$ cat config.mk
export PLATFORM = sky130hd
export DESIGN_NAME = freq_meter_gated
export DESIGN_NICKNAME = d
export VERILOG_FILES = /design/src/rtl/freq_meter_gated.sv
export SDC_FILE = /design/constraint.sdc
export NUM_CORES = 1
export LEC_CHECK = 0
export CAP_MARGIN = 30
export CORE_MARGIN = 3
export CORE_UTILIZATION = 25
export CTS_BUF_LIST = sky130_fd_sc_hd__clkbuf_16
export CTS_CLUSTER_DIAMETER = 40
export DETAILED_ROUTE_END_ITERATION = 8
export GPL_ROUTABILITY_DRIVEN = 1
export SETUP_SLACK_MARGIN = 0.4
export SLEW_MARGIN = 20
export SYNTH_ARGS = -nofsm -noshare
export SYNTH_HDL_FRONTEND = slang
export SYNTH_SLANG_ARGS = --single-unit
$ cat constraint.sdc
create_clock -name clk -period 1.9 [get_ports clk]
set_clock_uncertainty 0.05 [all_clocks]
set_input_delay 0.285 -clock clk [delete_from_list [all_inputs] [get_ports clk]]
set_output_delay 0.285 -clock clk [all_outputs]
set_load 0.01 [all_outputs]
$ cat src/rtl/freq_meter_gated.sv
// freq_meter_gated: gated-window frequency meter for a sampled waveform.
// A hysteresis comparator around midscale turns samples into a square
// signal; its rising edges are counted over GATE_CYCLES clocks and the
// saturating count is published at the end of each window.
// Optional feature macro: FREQ_METER_AVG_EN (freq_out becomes the floor
// mean of the last four window counts, overflow the OR of their sat flags).
//
// state   | meaning
// IDLE    | not measuring; comparator tracks, counters held at zero
// MEASURE | gate window running, rising edges counted
module freq_meter_gated #(
  parameter int          SAMPLE_W    = 8,
  parameter int          CNT_W       = 13,
  parameter int unsigned GATE_CYCLES = 32'd50_000_000,
  parameter int          HYST        = 4
) (
  input  logic                clk,
  input  logic                rst_n,
  input  logic                en,
  input  logic [SAMPLE_W-1:0] sample_in,
  input  logic                sample_valid,
  output logic [CNT_W-1:0]    freq_out,
  output logic                freq_valid,
  output logic                overflow
);

  localparam int                  MID       = 1 << (SAMPLE_W - 1);
  localparam logic [SAMPLE_W-1:0] THR_HI    = SAMPLE_W'(MID + HYST);
  localparam logic [SAMPLE_W-1:0] THR_LO    = SAMPLE_W'(MID - HYST);
  localparam logic [31:0]         GATE_LAST = 32'(GATE_CYCLES - 32'd1);
  localparam logic [CNT_W-1:0]    CNT_MAX   = '1;

  typedef enum logic {IDLE, MEASURE} state_t;

  state_t             state_q, state_d;
  logic               sq_q, sq_d;
  logic [31:0]        gate_q, gate_d;
  logic [CNT_W-1:0]   count_q, count_d;
  logic               sat_q, sat_d;
  logic [CNT_W-1:0]   freq_out_q, freq_out_d;
  logic               freq_valid_q, freq_valid_d;
  logic               overflow_q, overflow_d;

  logic               rise;
  logic [CNT_W-1:0]   cnt_inc;
  logic               sat_inc;
  logic               window_close;

`ifdef FREQ_METER_AVG_EN
  logic [3:0][CNT_W-1:0] hist_cnt_q, hist_cnt_d;
  logic [3:0]            hist_sat_q, hist_sat_d;
  logic [CNT_W+1:0]      hist_sum;
`endif

  // Hysteresis comparator, rising-edge detect and saturating increment.
  always_comb begin
    sq_d = sq_q;
    if (sample_valid) begin
      if (sample_in >= THR_HI) begin
        sq_d = 1'b1;
      end else if (sample_in < THR_LO) begin
        sq_d = 1'b0;
      end
    end
    rise = sq_d & ~sq_q;
    if (rise && (count_q == CNT_MAX)) begin
      cnt_inc = count_q;
      sat_inc = 1'b1;
    end else begin
      cnt_inc = count_q + {{(CNT_W-1){1'b0}}, rise};
      sat_inc = sat_q;
    end
    window_close = (state_q == MEASURE) && en && (gate_q == GATE_LAST);
  end

  // Next-state, window counters and result publication.
  always_comb begin
    state_d      = state_q;
    gate_d       = '0;
    count_d      = '0;
    sat_d        = 1'b0;
    freq_valid_d = 1'b0;
    freq_out_d   = freq_out_q;
    overflow_d   = overflow_q;
`ifdef FREQ_METER_AVG_EN
    hist_cnt_d   = hist_cnt_q;
    hist_sat_d   = hist_sat_q;
    hist_sum     = '0;
`endif
    case (state_q)
      IDLE: begin
        if (en) state_d = MEASURE;
      end
      MEASURE: begin
        if (!en) begin
          state_d = IDLE;
        end else if (window_close) begin
          freq_valid_d = 1'b1;
`ifdef FREQ_METER_AVG_EN
          hist_cnt_d = {hist_cnt_q[2:0], cnt_inc};
          hist_sat_d = {hist_sat_q[2:0], sat_inc};
          hist_sum   = {2'b00, hist_cnt_d[0]} + {2'b00, hist_cnt_d[1]}
                     + {2'b00, hist_cnt_d[2]} + {2'b00, hist_cnt_d[3]};
          freq_out_d = hist_sum[CNT_W+1:2];
          overflow_d = |hist_sat_d;
`else
          freq_out_d = cnt_inc;
          overflow_d = sat_inc;
`endif
        end else begin
          gate_d  = gate_q + 32'd1;
          count_d = cnt_inc;
          sat_d   = sat_inc;
        end
      end
      default: state_d = IDLE;
    endcase
  end

  // State and datapath registers with synchronous active-low reset.
  always_ff @(posedge clk) begin
    if (!rst_n) begin
      state_q      <= IDLE;
      sq_q         <= 1'b0;
      gate_q       <= '0;
      count_q      <= '0;
      sat_q        <= 1'b0;
      freq_out_q   <= '0;
      freq_valid_q <= 1'b0;
      overflow_q   <= 1'b0;
`ifdef FREQ_METER_AVG_EN
      hist_cnt_q   <= '0;
      hist_sat_q   <= '0;
`endif
    end else begin
      state_q      <= state_d;
      sq_q         <= sq_d;
      gate_q       <= gate_d;
      count_q      <= count_d;
      sat_q        <= sat_d;
      freq_out_q   <= freq_out_d;
      freq_valid_q <= freq_valid_d;
      overflow_q   <= overflow_d;
`ifdef FREQ_METER_AVG_EN
      hist_cnt_q   <= hist_cnt_d;
      hist_sat_q   <= hist_sat_d;
`endif
    end
  end

  assign freq_out   = freq_out_q;
  assign freq_valid = freq_valid_q;
  assign overflow   = overflow_q;

endmodule

==> impl_metrics.py, run 1 <==
metrics = {
    "power_and_ir_drop": {
        "comb_power_share_pct": 3.5,
        "leakage_nw": 1.698,
        "cell_internal_pwr_w": 0.002254,
        "powerDensity_nw_per_um2": 629.9,
        "switching_share_pct": 23.23,
        "power_frac_clock_pct": 51.5,
        "p_seq_share_pct": 45.0,
        "switchingPower_w": 0.0006819,
        "power.ir.vdd_worst_mv": 0.3413,
    },
    "worst_hold_path": {
        "timing.hold.worst.class": "in2reg",
    },
    "cts": {
        "cts_tree": "built",
        "register_clock_pin_slew_on_the_reported_worst_setup_and_hold_paths_ns": 0.06,
        "clock_sink_count": 63,
        "clock_tree.buffer_depth": 2,
        "h-tree-depth": 3,
        "cts-root-buf": "clkbuf_16",
        "cts-buffers-inserted": 9,
        "post_cts_hold_buffer_count": 0,
        "worst_skew_pair.late_latency_ns": 0.34,
    },
    "routing": {
        "drt_pass1_iterations": 4,
        "antenna_left": 0,
        "vias": 2797,
        "route.detailed.drc": 0,
        "detailedRoute.firstIterationViolations": 151,
        "routedWlPerCell_um": 14.29,
        "vias_per_cell": 4.907,
        "finalWirelength_um": 8143,
    },
    "setup_path": {
        "cp_slowest_stage_delay_ns": 0.36,
        "worstPathCellList": "a211o_1 -> inv_2 -> ha_4 -> ha_4 -> and3_4 -> nand3_4 -> o311a_1 -> o21a_1",
        "crit_path_frequent_cell": "ha_4",
        "timing.critical_path.fanout_max": 3,
        "worst-endpoint-arrival_ns": 2.08,
        "cp_slowest_cell": "o311a_1",
        "nature_of_the_critical_path_endpoint": "register",
        "cp-start-kind": "register",
        "worst-setup-path-type": "reg2reg",
        "cp.required_ns": 2.08,
    },
    "layout": {
        "post_route_cells_drive_above_1_share_pct": 40.00,
        "antenna_cells": 0,
        "layout.cell_area.non_filler_um2": 4661,
        "layout.nets": 440,
        "fin_util_pct": 42.07,
        "finish.cell_count_without_fillers": 570,
        "syn_to_layout_area_delta_pct": 61.47,
    },
    "synth": {
        "mean_syn_cell_area_um2": 8.490,
        "synth_flop_cell": "dfxtp_1",
        "synth_top_family_by_area": "simple AND/OR/NAND/NOR gates",
        "synthDistinctLibCells": 41,
        "syn_inst": 340,
        "netlist_top_cells_count": "63 x dfxtp_1, 57 x nor2_1, 25 x nand2_1",
        "post_synth_instance_area_um2": 2887,
        "postSynth.asyncResetShare_pct": 0,
        "synthDominantAreaCellType": "dfxtp_1",
        "ys_seq_area_share_pct": 43.69,
        "netlist.area_leader.share_pct": 43.69,
        "ys_top_cells_by_area": "dfxtp_1 44%, nor2_1 7.4%, xor2_1 4.9%",
        "synth_simple_gate_area_share_pct": 31.64,
        "synth-adder-area-share_pct": 1.300,
        "mappedNetlistNets": 355,
        "ys_seq_elements": 63,
        "synthMostInstantiatedCell": "dfxtp_1",
        "synth_area_in_compound_gates_pct": 11.83,
        "number_of_synthesis_warnings": 0,
        "synthXorXnorAreaFrac_pct": 8.192,
        "synth_edf_count": 0,
        "muxShareOfSynthArea_pct": 0.3468,
    },
    "die": {
        "dieHeight_um": 113.5,
        "floorplan.initialDensity_pct": 26.06,
        "floorplan.io_pins": 27,
        "core_area_um2": 11080,
        "die_width_um": 113.5,
        "std_cell_rows": 38,
        "die_area_um2": 12870,
    },
    "status": {
        "status": "finished, final reports clean",
    },
    "run": {
        "max_cap_viol_count": 0,
    },
    "place": {
        "post-place-cells": 519,
        "detailedPlacementHpwl_um": 4700,
        "routabilityCongestion": 0.7962,
        "place_area_um2": 3606,
        "buffer_ports.inserted": 24,
    },
    "sta": {
        "period_share_pct": 99.59,
        "timing.final.hold_violations": 0,
        "worst-slew-pin-transition_ns": 0.4294,
        "max-slew-margin-rel_pct": 71.30,
        "setup_repair_after_global_routing_missed_its_margin": "true",
        "finish_stage_setup_viols": 0,
        "timing_max_transition_violations_final": 0,
        "setup_tns_after_final_layout_ns": 0,
        "post-route-min-period_ns": 1.892,
        "fmax_mhz": 528.5,
        "worst_hold_slack_ns": 0.3089,
    },
    "global_routing": {
        "antenna_found_initial": 0,
        "global_route_wire_length_before_repair_um": 13940,
        "grt_pass1_vias": 2851,
        "gr-usage-all-layers_pct": 13.75,
        "overflow": 0,
        "grt_max_degree": 15,
    },
}
[per-layer routing]
metal | up-vias | track usage, % | wire, um | part of all wire (%)
met5 | - | 0 | 0 | 0
met4 | 0 | 6.330 | 193 | 2.4
met3 | 17 | 3.979 | 323 | 4.0
met2 | 46 | 21.96 | 3965 | 49
met1 | 1337 | 17.15 | 3660 | 45
li1 | 1397 | - | - | -
[worst max-delay path: cells and delay by family (launching register included)]
kind	cells	cell delay (ns)
flops	1	0.32
compound gates	3	0.79
simple gates	2	0.28
fa+ha+maj	2	0.27
buf+inv	1	0.08
[cell type report]
cell class | count | area (um2)
inverters | 5 | 18.77
fillers | 1039 | 6417
clock buffers | 9 | 225.2
repair buffers | 86 | 933.4
clock inverters | 7 | 48.80
flip-flops and latches | 63 | 1305
well taps | 140 | 175.2
multi-input cells | 260 | 1954
[final timing paths]
kind | startpoint | end | slack, ns | cells after the start
setup / recovery | sq_q$_SDFF_PN0_ | freq_out[12]$_SDFFE_PN0P_ | 0.008 | 8
hold / removal | sample_in[6] | sq_q$_SDFF_PN0_ | 0.31 | 5
setup reg to reg | sq_q$_SDFF_PN0_ | freq_out[12]$_SDFFE_PN0P_ | 0.008 | 8
hold reg to reg | sq_q$_SDFF_PN0_ | sq_q$_SDFF_PN0_ | 0.41 | 2
[power by group through the flow]
stage | logic, W | clock network [W] | registers, W
finish | 0.000104 | 0.00151 | 0.00132
global route | 0.000111 | 0.00163 | 0.00132
CTS | 0.000104 | 0.00156 | 0.00132
detailed placement | 0.0000666 | 0 | 0.00135
global placement | 0.0000657 | 0 | 0.00135
floorplan | 0.0000323 | 0 | 0.00135
[logic make-up after synthesis]
family                   Yosys count
AO/OA/AOI/OAI                     54
flip-flops                        63
adder cells (fa/ha/maj)            3
multiplexers                       1
AND/OR/NAND/NOR                  175
buffers and inverters             17
XOR/XNOR                          27
[flip-flops by register name, summed over array words and instances (netlist names)]
signal and flops:
gate_q 32, count_q 13, freq_out 13, freq_valid 1, overflow 1, sat_q 1, sq_q 1, state_q 1
[stage by stage]
stage	power, W	worst slack [ns]
finish	0.002936	0.007767
global route	0.003062	-0.1219
CTS	0.002983	0.01543
detailed placement	0.001420	-0.5608
global placement	0.001419	-0.5467
floorplan	0.001385	-0.001660
[placed cells by master, fill, tap and decap left out, drive strengths merged, types with 8 or more instances in the layout]
| cell type | count |
|---|---|
| nand4 | 16 |
| nor2 | 57 |
| a21oi | 9 |
| xor2 | 16 |
| nor4 | 10 |
| clkbuf | 9 |
| dfxtp | 63 |
| nand3 | 17 |
| nand2 | 25 |
| dlygate4sd2 | 18 |
| and3 | 9 |
| xnor2 | 11 |
| nor3 | 9 |
| nand2b | 8 |
| o21ai | 19 |
| buf | 65 |
[what timing repair did]
item                       4_1_cts  5_1_grt
gates cloned                     8        0
setup buffers                   21        6
setup endpoints to repair       76       61
resized for setup              102       31
pin swaps                       23       15
No activity file was read; power rests on OpenSTA's default activity.
==> run 2, diff against run 1 <==
--- a/config.mk
+++ b/config.mk
@@ -5,10 +5,9 @@
 export SDC_FILE = /design/constraint.sdc
 export NUM_CORES = 1
 export LEC_CHECK = 0
-export CAP_MARGIN = 30
+export CAP_MARGIN = 10
 export CORE_MARGIN = 3
 export CORE_UTILIZATION = 25
-export CTS_BUF_LIST = sky130_fd_sc_hd__clkbuf_16
 export CTS_CLUSTER_DIAMETER = 40
 export DETAILED_ROUTE_END_ITERATION = 8
 export GPL_ROUTABILITY_DRIVEN = 1
==> results of run 2 <==
No change in the layout: final DEF, timing and power equal those of run 1.
